## src/rtl/calc_pkg.sv

```systemverilog
// calc_pkg: shared definitions for the calculator symbol sequencer.
//   - symbol codes arriving from the recogniser
//   - operator encodings expected by the combinational calculator
//   - sequencer state encoding
//   - small symbol classification helpers
package calc_pkg;

   localparam logic [3:0] SYM_ADD = 4'd10;
   localparam logic [3:0] SYM_SUB = 4'd11;
   localparam logic [3:0] SYM_MUL = 4'd12;
   localparam logic [3:0] SYM_EQ  = 4'd13;
   localparam logic [3:0] SYM_CLR = 4'd14;

   localparam logic [3:0] OPE_ADD = 4'd0;
   localparam logic [3:0] OPE_SUB = 4'd1;
   localparam logic [3:0] OPE_MUL = 4'd2;

   typedef enum logic [2:0] {
      S_A      = 3'd0,
      S_OP     = 3'd1,
      S_B      = 3'd2,
      S_EQ     = 3'd3,
      S_SETTLE = 3'd4,
      S_DONE   = 3'd5
   } state_t;

   function automatic logic is_digit_sym(input logic [3:0] code);
      return code <= 4'd9;
   endfunction

   function automatic logic is_oper_sym(input logic [3:0] code);
      return (code == SYM_ADD) || (code == SYM_SUB) || (code == SYM_MUL);
   endfunction

endpackage

```

## src/rtl/calc_sequencer.sv

```systemverilog
// calc_sequencer: assembles first operand, operator and second operand from a
// stream of recognised symbols, holds them stable on the calculator inputs for
// SETTLE_CYCLES cycles after '=', then latches the calculator's tens/units
// result for the display with a one-cycle valid strobe.
//
// Ports:
//   clk, rst                  clock, synchronous active-high reset
//   sym_valid, sym_code       symbol stream (0-9 digit, 10 +, 11 -, 12 *,
//                             13 =, 14 clear, 15 illegal)
//   sym_ready                 symbol accepted this cycle when high with valid
//   index_fir_Num/sec_Num/ope operands and operator to the calculator
//   result_d, result_u        calculator tens/units result
//   disp_d, disp_u            latched result for display
//   disp_valid                one-cycle strobe when disp_d/disp_u update
//   underflow                 last subtraction had first < second
//   err                       sticky illegal/out-of-order symbol flag
module calc_sequencer
   import calc_pkg::*;
#(
   parameter int unsigned SETTLE_CYCLES = 1
) (
   input  logic       clk,
   input  logic       rst,
   input  logic       sym_valid,
   input  logic [3:0] sym_code,
   output logic       sym_ready,
   output logic [3:0] index_fir_Num,
   output logic [3:0] index_sec_Num,
   output logic [3:0] index_ope,
   input  logic [3:0] result_d,
   input  logic [3:0] result_u,
   output logic [3:0] disp_d,
   output logic [3:0] disp_u,
   output logic       disp_valid,
   output logic       underflow,
   output logic       err
);

   // Counter is loaded with SETTLE_CYCLES-1 so the sample happens on the
   // SETTLE_CYCLES-th cycle spent in S_SETTLE.
   localparam logic [3:0] SETTLE_LOAD = 4'(SETTLE_CYCLES - 1);

   state_t     state_reg, state_next;
   logic [3:0] cnt_reg, cnt_next;
   logic [3:0] fir_reg, fir_next;
   logic [3:0] sec_reg, sec_next;
   logic [3:0] ope_reg, ope_next;
   logic [3:0] disp_d_reg, disp_d_next;
   logic [3:0] disp_u_reg, disp_u_next;
   logic       disp_valid_reg, disp_valid_next;
   logic       underflow_reg, underflow_next;
   logic       err_reg, err_next;

   logic accept;
   logic is_digit;
   logic is_oper;

   assign sym_ready = (state_reg != S_SETTLE);
   assign accept    = sym_valid && sym_ready;
   assign is_digit  = is_digit_sym(sym_code);
   assign is_oper   = is_oper_sym(sym_code);

   always_comb begin
      state_next      = state_reg;
      cnt_next        = cnt_reg;
      fir_next        = fir_reg;
      sec_next        = sec_reg;
      ope_next        = ope_reg;
      disp_d_next     = disp_d_reg;
      disp_u_next     = disp_u_reg;
      underflow_next  = underflow_reg;
      err_next        = err_reg;
      disp_valid_next = 1'b0;

      if (state_reg == S_SETTLE) begin
         if (cnt_reg == 4'd0) begin
            disp_d_next     = result_d;
            disp_u_next     = result_u;
            // The calculator clamps a negative difference to 0; flag it here.
            underflow_next  = (ope_reg == OPE_SUB) && (fir_reg < sec_reg);
            disp_valid_next = 1'b1;
            state_next      = S_DONE;
         end else begin
            cnt_next = cnt_reg - 4'd1;
         end
      end else if (accept) begin
         if (sym_code == SYM_CLR) begin
            state_next     = S_A;
            fir_next       = 4'd0;
            sec_next       = 4'd0;
            ope_next       = OPE_ADD;
            disp_d_next    = 4'd0;
            disp_u_next    = 4'd0;
            underflow_next = 1'b0;
            err_next       = 1'b0;
         end else begin
            case (state_reg)
               S_A: begin
                  if (is_digit) begin
                     fir_next   = sym_code;
                     state_next = S_OP;
                  end else begin
                     err_next = 1'b1;
                  end
               end
               S_OP: begin
                  if (is_oper) begin
                     ope_next   = sym_code - SYM_ADD;
                     state_next = S_B;
                  end else if (is_digit) begin
                     fir_next = sym_code;
                  end else begin
                     err_next = 1'b1;
                  end
               end
               S_B: begin
                  if (is_digit) begin
                     sec_next   = sym_code;
                     state_next = S_EQ;
                  end else begin
                     err_next = 1'b1;
                  end
               end
               S_EQ: begin
                  if (sym_code == SYM_EQ) begin
                     cnt_next   = SETTLE_LOAD;
                     state_next = S_SETTLE;
                  end else if (is_digit) begin
                     sec_next = sym_code;
                  end else if (is_oper) begin
                     ope_next   = sym_code - SYM_ADD;
                     state_next = S_B;
                  end else begin
                     err_next = 1'b1;
                  end
               end
               S_DONE: begin
                  if (is_digit) begin
                     // New calculation; display stays until the next '='.
                     fir_next   = sym_code;
                     sec_next   = 4'd0;
                     state_next = S_OP;
                  end else if (sym_code == SYM_EQ) begin
                     cnt_next   = SETTLE_LOAD;
                     state_next = S_SETTLE;
                  end else begin
                     err_next = 1'b1;
                  end
               end
               default: state_next = S_A;
            endcase
         end
      end
   end

   always_ff @(posedge clk) begin
      if (rst) begin
         state_reg      <= S_A;
         cnt_reg        <= 4'd0;
         fir_reg        <= 4'd0;
         sec_reg        <= 4'd0;
         ope_reg        <= 4'd0;
         disp_d_reg     <= 4'd0;
         disp_u_reg     <= 4'd0;
         disp_valid_reg <= 1'b0;
         underflow_reg  <= 1'b0;
         err_reg        <= 1'b0;
      end else begin
         state_reg      <= state_next;
         cnt_reg        <= cnt_next;
         fir_reg        <= fir_next;
         sec_reg        <= sec_next;
         ope_reg        <= ope_next;
         disp_d_reg     <= disp_d_next;
         disp_u_reg     <= disp_u_next;
         disp_valid_reg <= disp_valid_next;
         underflow_reg  <= underflow_next;
         err_reg        <= err_next;
      end
   end

   assign index_fir_Num = fir_reg;
   assign index_sec_Num = sec_reg;
   assign index_ope     = ope_reg;
   assign disp_d        = disp_d_reg;
   assign disp_u        = disp_u_reg;
   assign disp_valid    = disp_valid_reg;
   assign underflow     = underflow_reg;
   assign err           = err_reg;

endmodule
```

## config.mk

```make
export PLATFORM = sky130hd
export DESIGN_NAME = calc_sequencer
export DESIGN_NICKNAME = d
export VERILOG_FILES = /design/src/rtl/calc_pkg.sv /design/src/rtl/calc_sequencer.sv
export SDC_FILE = /design/constraint.sdc
export NUM_CORES = 1
export LEC_CHECK = 0
export CAP_MARGIN = 20
export CORE_MARGIN = 2
export CORE_UTILIZATION = 50
export CTS_CLUSTER_DIAMETER = 40
export CTS_CLUSTER_SIZE = 24
export DETAILED_ROUTE_END_ITERATION = 6
export PLACE_DENSITY_LB_ADDON = 0.1
export SYNTH_ARGS = -nofsm -noshare
export SYNTH_HDL_FRONTEND = slang
export SYNTH_SLANG_ARGS = --single-unit
```

## constraint.sdc

```tcl
create_clock -name clk -period 3.6 [get_ports clk]
set_clock_uncertainty 0.1 [all_clocks]
set_input_delay 0.72 -clock clk [delete_from_list [all_inputs] [get_ports clk]]
set_output_delay 0.72 -clock clk [all_outputs]
set_load 0.1 [all_outputs]
```

==> summary.txt, run 1 <==
Run status
  • Status: finished clean

Timing
  • Post-route setup TNS: 0 ns
  • Final Max Tran Viols: 0
  • # setup viols final: 0
  • Tmin final: 2.740 ns
  • Final hold viol count: 0
  • Fmax: 365.0 MHz
  • Least-Margin Pin Slew: 0.9758 ns
  • Period utilization: 0.7610
  • Slew headroom: 0.3474
  • RSZ-0062 raised after global routing: no

Global routing
  • GR Overflow Total: 0
  • Antenna violations before repair: 0
  • GRT Util Overall: 0.2188
  • Vias in the first global route: 1,536
  • Pin count of the biggest net entering global routing: 23
  • First-pass GRT wire length: 6.996 mm

Clock network
  • Num CTS Buffers: 5
  • CTS tree: yes
  • CTS root buf: clkbuf_4
  • H-tree depth: 2
  • Post-cts repair resize count: 0
  • Cts hold-fix bufs: 0
  • Deepest clock path buffer count: 2
  • Worst skew pair latency: 0.34 ns
  • Post-CTS setup buffers: 0
  • Clk sink count: 30
  • Worst-path clk slew: 0.11 ns

Routing
  • Drc violations: 0
  • Wire per inst: 15.48 um
  • Via count: 1,647
  • Post-DRT Antenna Nets: 0
  • 1st-iter DRT viols: 78
  • Vias per std cell: 5.903
  • WL final: 4.318 mm
  • Drt pass-1 iters: 5

Die
  • Core Area: 3337 sq um
  • FP Rows: 21
  • Starting Density: 0.5238
  • IO Pins: 39
  • Die area: 3985 sq um
  • Chip Height: 63.13 um
  • Die span in x: 63.13 um

Synth
  • Avg Cell Area, Syn: 8.740 sq um
  • Synth area leaders: dfxtp_1 (34%), a21oi_1 (5.4%), nand3_1 (5.2%)
  • Most frequent cell after synthesis: dfxtp_1
  • Number of synthesized register bits: 30
  • Share of the synthesized area in the top cell type: 0.3436
  • Yosys cell types: 59
  • Dominant synthesized flop cell: dfxtp_1
  • Post-synth EDFFs: 0
  • Area leader, netlist: dfxtp_1
  • Post-synth top cells: dfxtp_1 (30), a21oi_1 (19), nand2_1 (18), nand3_1 (18), inv_1 (11)
  • Syn Nets: 221
  • Gate count of the mapped netlist: 200
  • Synthesized cell area: 1748 sq um
  • Post-synth ARST share: 0
  • Register area share after synthesis: 0.3436
  • Yosys warnings: 0

Critical path
  • FF-to-FF setup slack: 0.91 ns
  • CP startpoint kind: flip-flop
  • Crit-path max cell delay: 0.62 ns
  • Buf/Inv on CP: 2
  • Worst EP arrival: 1.92 ns
  • Worst path top cell family by delay: flip-flops
  • Cell chain of the critical path: nor3b_4 > inv_4 > buf_4
  • Critical path class: flip-flop to output port
  • Worst setup EP type: output port
  • WP data required: 2.78 ns
  • Critical R2R Capture: state_reg[1]
  • FF-to-FF Start: state_reg[2]
  • R2r worst-path depth: 6
  • Critical path's slowest cell: dfxtp_1
  • Max FO, Critical Path: 13

Power
  • Max rail drop VDD: 270.2 uV
  • Pwr per Cell Area: 488.1 nW/um^2
  • Total power: 1.052 mW
  • Leakage: 0.7264 nW

Worst hold path
  • Hold path cells: 2
  • Hold EP: disp_d[3]
  • Worst hold start: disp_d[3]
  • Worst min path class: flip-flop to flip-flop

Placed design
  • Detail Placement HPWL: 3.187 mm
  • Number of port buffers: 38
  • Final GP Congestion: 0.9203

Cells and area
  • NumNets Final: 253
  • Diode count: 0
  • Area grow syn2layout: 23.26%
  • Layout cell share with drive strength beyond 1: 0.1159
  • Fill cells: 293
  • Final Util: 0.6457

Run
  • Max_cap viols: 0
placed cells by master, fill, tap and decap left out, drive strengths merged, types with 3 or more instances in the layout:
| cell type | instances |
|---|---|
| ha | 6 |
| o311ai | 3 |
| o32ai | 4 |
| mux2i | 3 |
| dfxtp | 30 |
| nand3 | 18 |
| o21a | 3 |
| nor3 | 5 |
| a21oi | 20 |
| nor2 | 10 |
| nor2b | 4 |
| clkdlybuf4s50 | 37 |
| inv | 12 |
| o31ai | 4 |
| o21ai | 9 |
| clkbuf | 6 |
| nand2 | 18 |
| a211oi | 4 |
tightest hold or removal path, cell delays in order, from the launching register on:
cell     delay, ns
dfxtp_1       0.32
nand2_1       0.05
a21oi_1       0.05
report_power, final:
group,internal (mW),switching [mW],total [mW]
Clock,0.0938,0.127,0.221
Sequential,0.357,0.0370,0.394
Combinational,0.129,0.309,0.437
cell type report:
class / count / area [sq um] / share of cell area
multi-input cells: 144 / 999.7 / 0.4640
flip-flops and latches: 30 / 600.6 / 0.2787
clock buffers: 6 / 51.30 / 0.02381
repair buffers: 39 / 385.4 / 0.1789
well taps: 46 / 57.56 / 0.02671
inverters: 12 / 47.55 / 0.02207
clock inverters: 2 / 12.51 / 0.005807
metal layers:
layer  global-route usage  vias to the layer above  share of wire  routed length [um]
met5                    0                        -              0                   0
met1               0.2609                      773           0.43                1858
met2               0.3896                       64           0.49                2137
met4              0.08611                        0          0.016                  70
met3              0.03571                       11          0.058                 251
li1                     -                      799              -                   -
worst max-delay path by stage:
| stage | startpoint | endpoint | depth (start not counted) | slack (ns) |
|---|---|---|---|---|
| after floorplan | sym_code[2] | state_reg[1] | 6 | 1.51 |
| after global placement | sym_code[2] | index_sec_Num[3] | 6 | 0.87 |
| after detailed placement | sym_code[1] | index_sec_Num[2] | 6 | 0.75 |
| after CTS | state_reg[2] | sym_ready | 3 | 0.89 |
| after global routing | state_reg[2] | state_reg[1] | 6 | 0.72 |
| final | state_reg[2] | sym_ready | 3 | 0.86 |
cell families after synthesis:
family                     share of synthesized area
DFF                                           0.3436
adders and majority gates                    0.04295
AOI/OAI and AO/OA                             0.2634
and+or+nand+nor                               0.2384
buffers and inverters                        0.08447
muxes                                        0.01718
xor gates and xnor gates                     0.01002
metrics by stage:
step | instances | instance area, sq um | setup slack [ns] | hold WS [ns]
after floorplan | 200 | 1748 | 1.515 | 0.3438
after global placement | 271 | 2091 | 0.8662 | 0.3372
after detailed placement | 271 | 2091 | 0.7518 | 0.3482
after CTS | 279 | 2155 | 0.8937 | 0.3639
after global routing | 279 | 2155 | 0.7230 | 0.3833
final | 279 | 2155 | 0.8604 | 0.3606
Power figures use the tool's default switching activity.
==> run 2, diff against run 1 <==
- clock period: 3.6 -> 2.85 ns (I/O delays scaled with it)
==> run 2 against run 1 <==
Clock power is 47% higher; first-iteration DRC count is 22% lower; critical path depth is 3 higher; wire length is 8.3% lower; non-clock buffer count is 3 higher; sequential share of layout area is 0.28 points higher; largest cell class unchanged; worst setup slack worse by 0.40 ns; global-route usage is 1.1 points lower.
==> summary.txt, run 2 (synthesized netlist as in run 1, its figures left out) <==
Global routing
  • GRT Util Overall: 0.2078 (-0.01100)
  • Antenna violations before repair: 0 (unchanged)
  • GR Overflow Total: 0 (unchanged)
  • Vias in the first global route: 1,418 (-7.7%)
  • Pin count of the biggest net entering global routing: 22 (-4.3%)
  • First-pass GRT wire length: 6.637 mm (-5.1%)

Die
  • Core Area: 3337 sq um (unchanged)
  • IO Pins: 39 (unchanged)
  • Chip Height: 63.13 um (unchanged)
  • Starting Density: 0.5238 (unchanged)
  • Die area: 3985 sq um (unchanged)
  • Die span in x: 63.13 um (unchanged)
  • FP Rows: 21 (unchanged)

Cells and area
  • Most common cell after layout, fill and taps aside: dfxtp_1
  • Layout cell share with drive strength beyond 1: 0.2246 (+0.1087)
  • Area grow syn2layout: 22.05%
  • Diode count: 0 (unchanged)
  • Fill cells: 295 (+0.68%)
  • Commonest cells after routing, fill and taps aside: dfxtp_1 (30), buf_4 (28), a21oi_1 (19)
  • NumNets Final: 256 (+1.2%)

Routing
  • Drc violations: 0 (unchanged)
  • Post-DRT Antenna Nets: 0 (unchanged)
  • Via count: 1,600 (-2.9%)
  • 1st-iter DRT viols: 61 (-22%)
  • Drt pass-1 iters: 4 (-1)
  • Wire per inst: 14.04 um (-9.3%)
  • WL final: 3.960 mm (-8.3%)
  • Vias per std cell: 5.674 (-3.9%)

Critical path
  • Max FO, Critical Path: 12 (-1)
  • FF-to-FF setup slack: 0.67 ns (-0.24 ns)
  • Setup crit end: index_sec_Num[3]
  • CP startpoint kind: input port
  • Critical R2R Capture: index_sec_Num[3]
  • Critical path class: input port to flip-flop
  • FF-to-FF Start: state_reg[1]
  • R2r worst-path depth: 6 (unchanged)
  • Setup crit start: sym_code[1]
  • Worst EP arrival: 2.52 ns (+0.60 ns)
  • WP data required: 2.98 ns (+0.20 ns)
  • Worst setup EP type: flip-flop

Power
  • Pwr per Cell Area: 643.7 nW/um^2 (+32%)
  • Power share of the combinational group: 0.401 (-0.015)
  • Sequential share of power: 0.362 (-0.012)
  • Max rail drop VDD: 496.6 uV (+84%)
  • Switching part of the total: 0.4189 (-0.03040)
  • Cell Int Power: 798.0 uW (+38%)
  • Leakage: 0.7989 nW (+10%)
  • Clk pwr share: 0.237 (+0.027)
  • Psw: 575.3 uW (+22%)

Placed design
  • Number of port buffers: 38 (unchanged)
  • Detail Placement HPWL: 2.952 mm (-7.4%)
  • Final GP Congestion: 0.9090 (-1.2%)
  • Pre-CTS setup slack: 0.1317 ns (-0.6201 ns)

Clock network
  • CTS root buf: clkbuf_4
  • Num CTS Buffers: 5 (unchanged)
  • Worst skew pair latency: 0.33 ns (about the same)
  • Post-cts repair resize count: 0 (unchanged)
  • Worst-path clk slew: 0.09 ns (-0.02 ns)
  • CTS tree: yes
  • Deepest clock path buffer count: 2 (unchanged)
  • H-tree depth: 2 (unchanged)
  • Post-CTS setup buffers: 0 (unchanged)
  • Cts hold-fix bufs: 0 (unchanged)
  • Clk sink count: 30 (unchanged)

Timing
  • Final WS setup: 0.4591 ns (-0.4013 ns)
  • Fmax: 418.3 MHz
  • Final Max Tran Viols: 0 (unchanged)
  • RSZ-0062 raised after global routing: no
  • Final hold viol count: 0 (unchanged)
  • Slew headroom: 0.6211 (+0.2737)
  • Tmin final: 2.391 ns
  • Period utilization: 0.8389
  • Post-route setup TNS: 0 ns (unchanged)
  • # setup viols final: 0 (unchanged)
  • Least-Margin Pin Slew: 0.5675 ns (-0.4084 ns)

Run
  • Max_cap viols: 0 (unchanged)

Run status
  • Status: finished clean

Worst hold path
  • Worst min path class: flip-flop to flip-flop
[run 2: cell count changes in the layout (fill, tap and decap cells not counted)]
cell	before	now
buf_4	2	28
bufinv_16	0	1
clkbuf_8	1	0
clkdlybuf4s50_1	37	14
clkinv_2	1	2
clkinvlp_4	1	0
[run 2: worst max-delay path, cell delays in order]
cell and delay, ns:
clkdlybuf4s50_1 0.62, o21a_1 0.43, nor3_2 0.25, o311ai_4 0.12
or3_1 0.38, o32ai_1 0.15
[run 2: worst min-delay path by stage]
stage                           from          to  slack [ns]  cells after the start
final                      disp_d[0]   disp_d[0]        0.36                      2
after detailed placement   disp_d[0]   disp_d[0]        0.35                      2
after CTS                  disp_d[0]   disp_d[0]        0.36                      2
after global routing       disp_d[1]   disp_d[1]        0.38                      2
after global placement     disp_d[1]   disp_d[1]        0.34                      2
after floorplan           cnt_reg[0]  cnt_reg[0]        0.34                      1
[run 2: metrics by stage]
step | area (sq um) | hold WS (ns) | total power, mW | instances | util
after CTS | 2133 | 0.3603 | 1.384 | 282 | 0.6393
after global routing | 2133 | 0.3843 | 1.453 | 282 | 0.6393
final | 2133 | 0.3555 | 1.373 | 282 | 0.6393
after detailed placement | 2056 | 0.3467 | 1.054 | 274 | 0.6160
after global placement | 2056 | 0.3384 | 1.049 | 274 | 0.6160
after floorplan | 1748 | 0.3438 | 0.9444 | 200 | -
[run 2: layout make-up]
cell class              count  area (sq um)  share of cell area
multi-input cells         144         999.7              0.4686
repair buffers             42         350.3              0.1642
clock inverters             3         40.04             0.01877
clock buffers               5         37.54             0.01760
inverters                  12         47.55             0.02229
flip-flops and latches     30         600.6              0.2815
well taps                  46         57.56             0.02698
[run 2: power groups by stage]
| stage | logic [mW] | registers, mW | clock network [mW] |
|---|---|---|---|
| floorplan | 0.316 | 0.629 | 0 |
| global placement | 0.546 | 0.504 | 0 |
| detailed placement | 0.549 | 0.505 | 0 |
| CTS | 0.550 | 0.495 | 0.338 |
| global route | 0.591 | 0.504 | 0.358 |
| finish | 0.551 | 0.497 | 0.325 |
[run 2: layer usage]
layer  track usage  share of wire  vias up
met3       0.05179          0.076        7
met1        0.2643           0.44      720
li1              -              -      802
met2        0.3231           0.47       71
met5             0              0        -
met4        0.1111          0.014        0
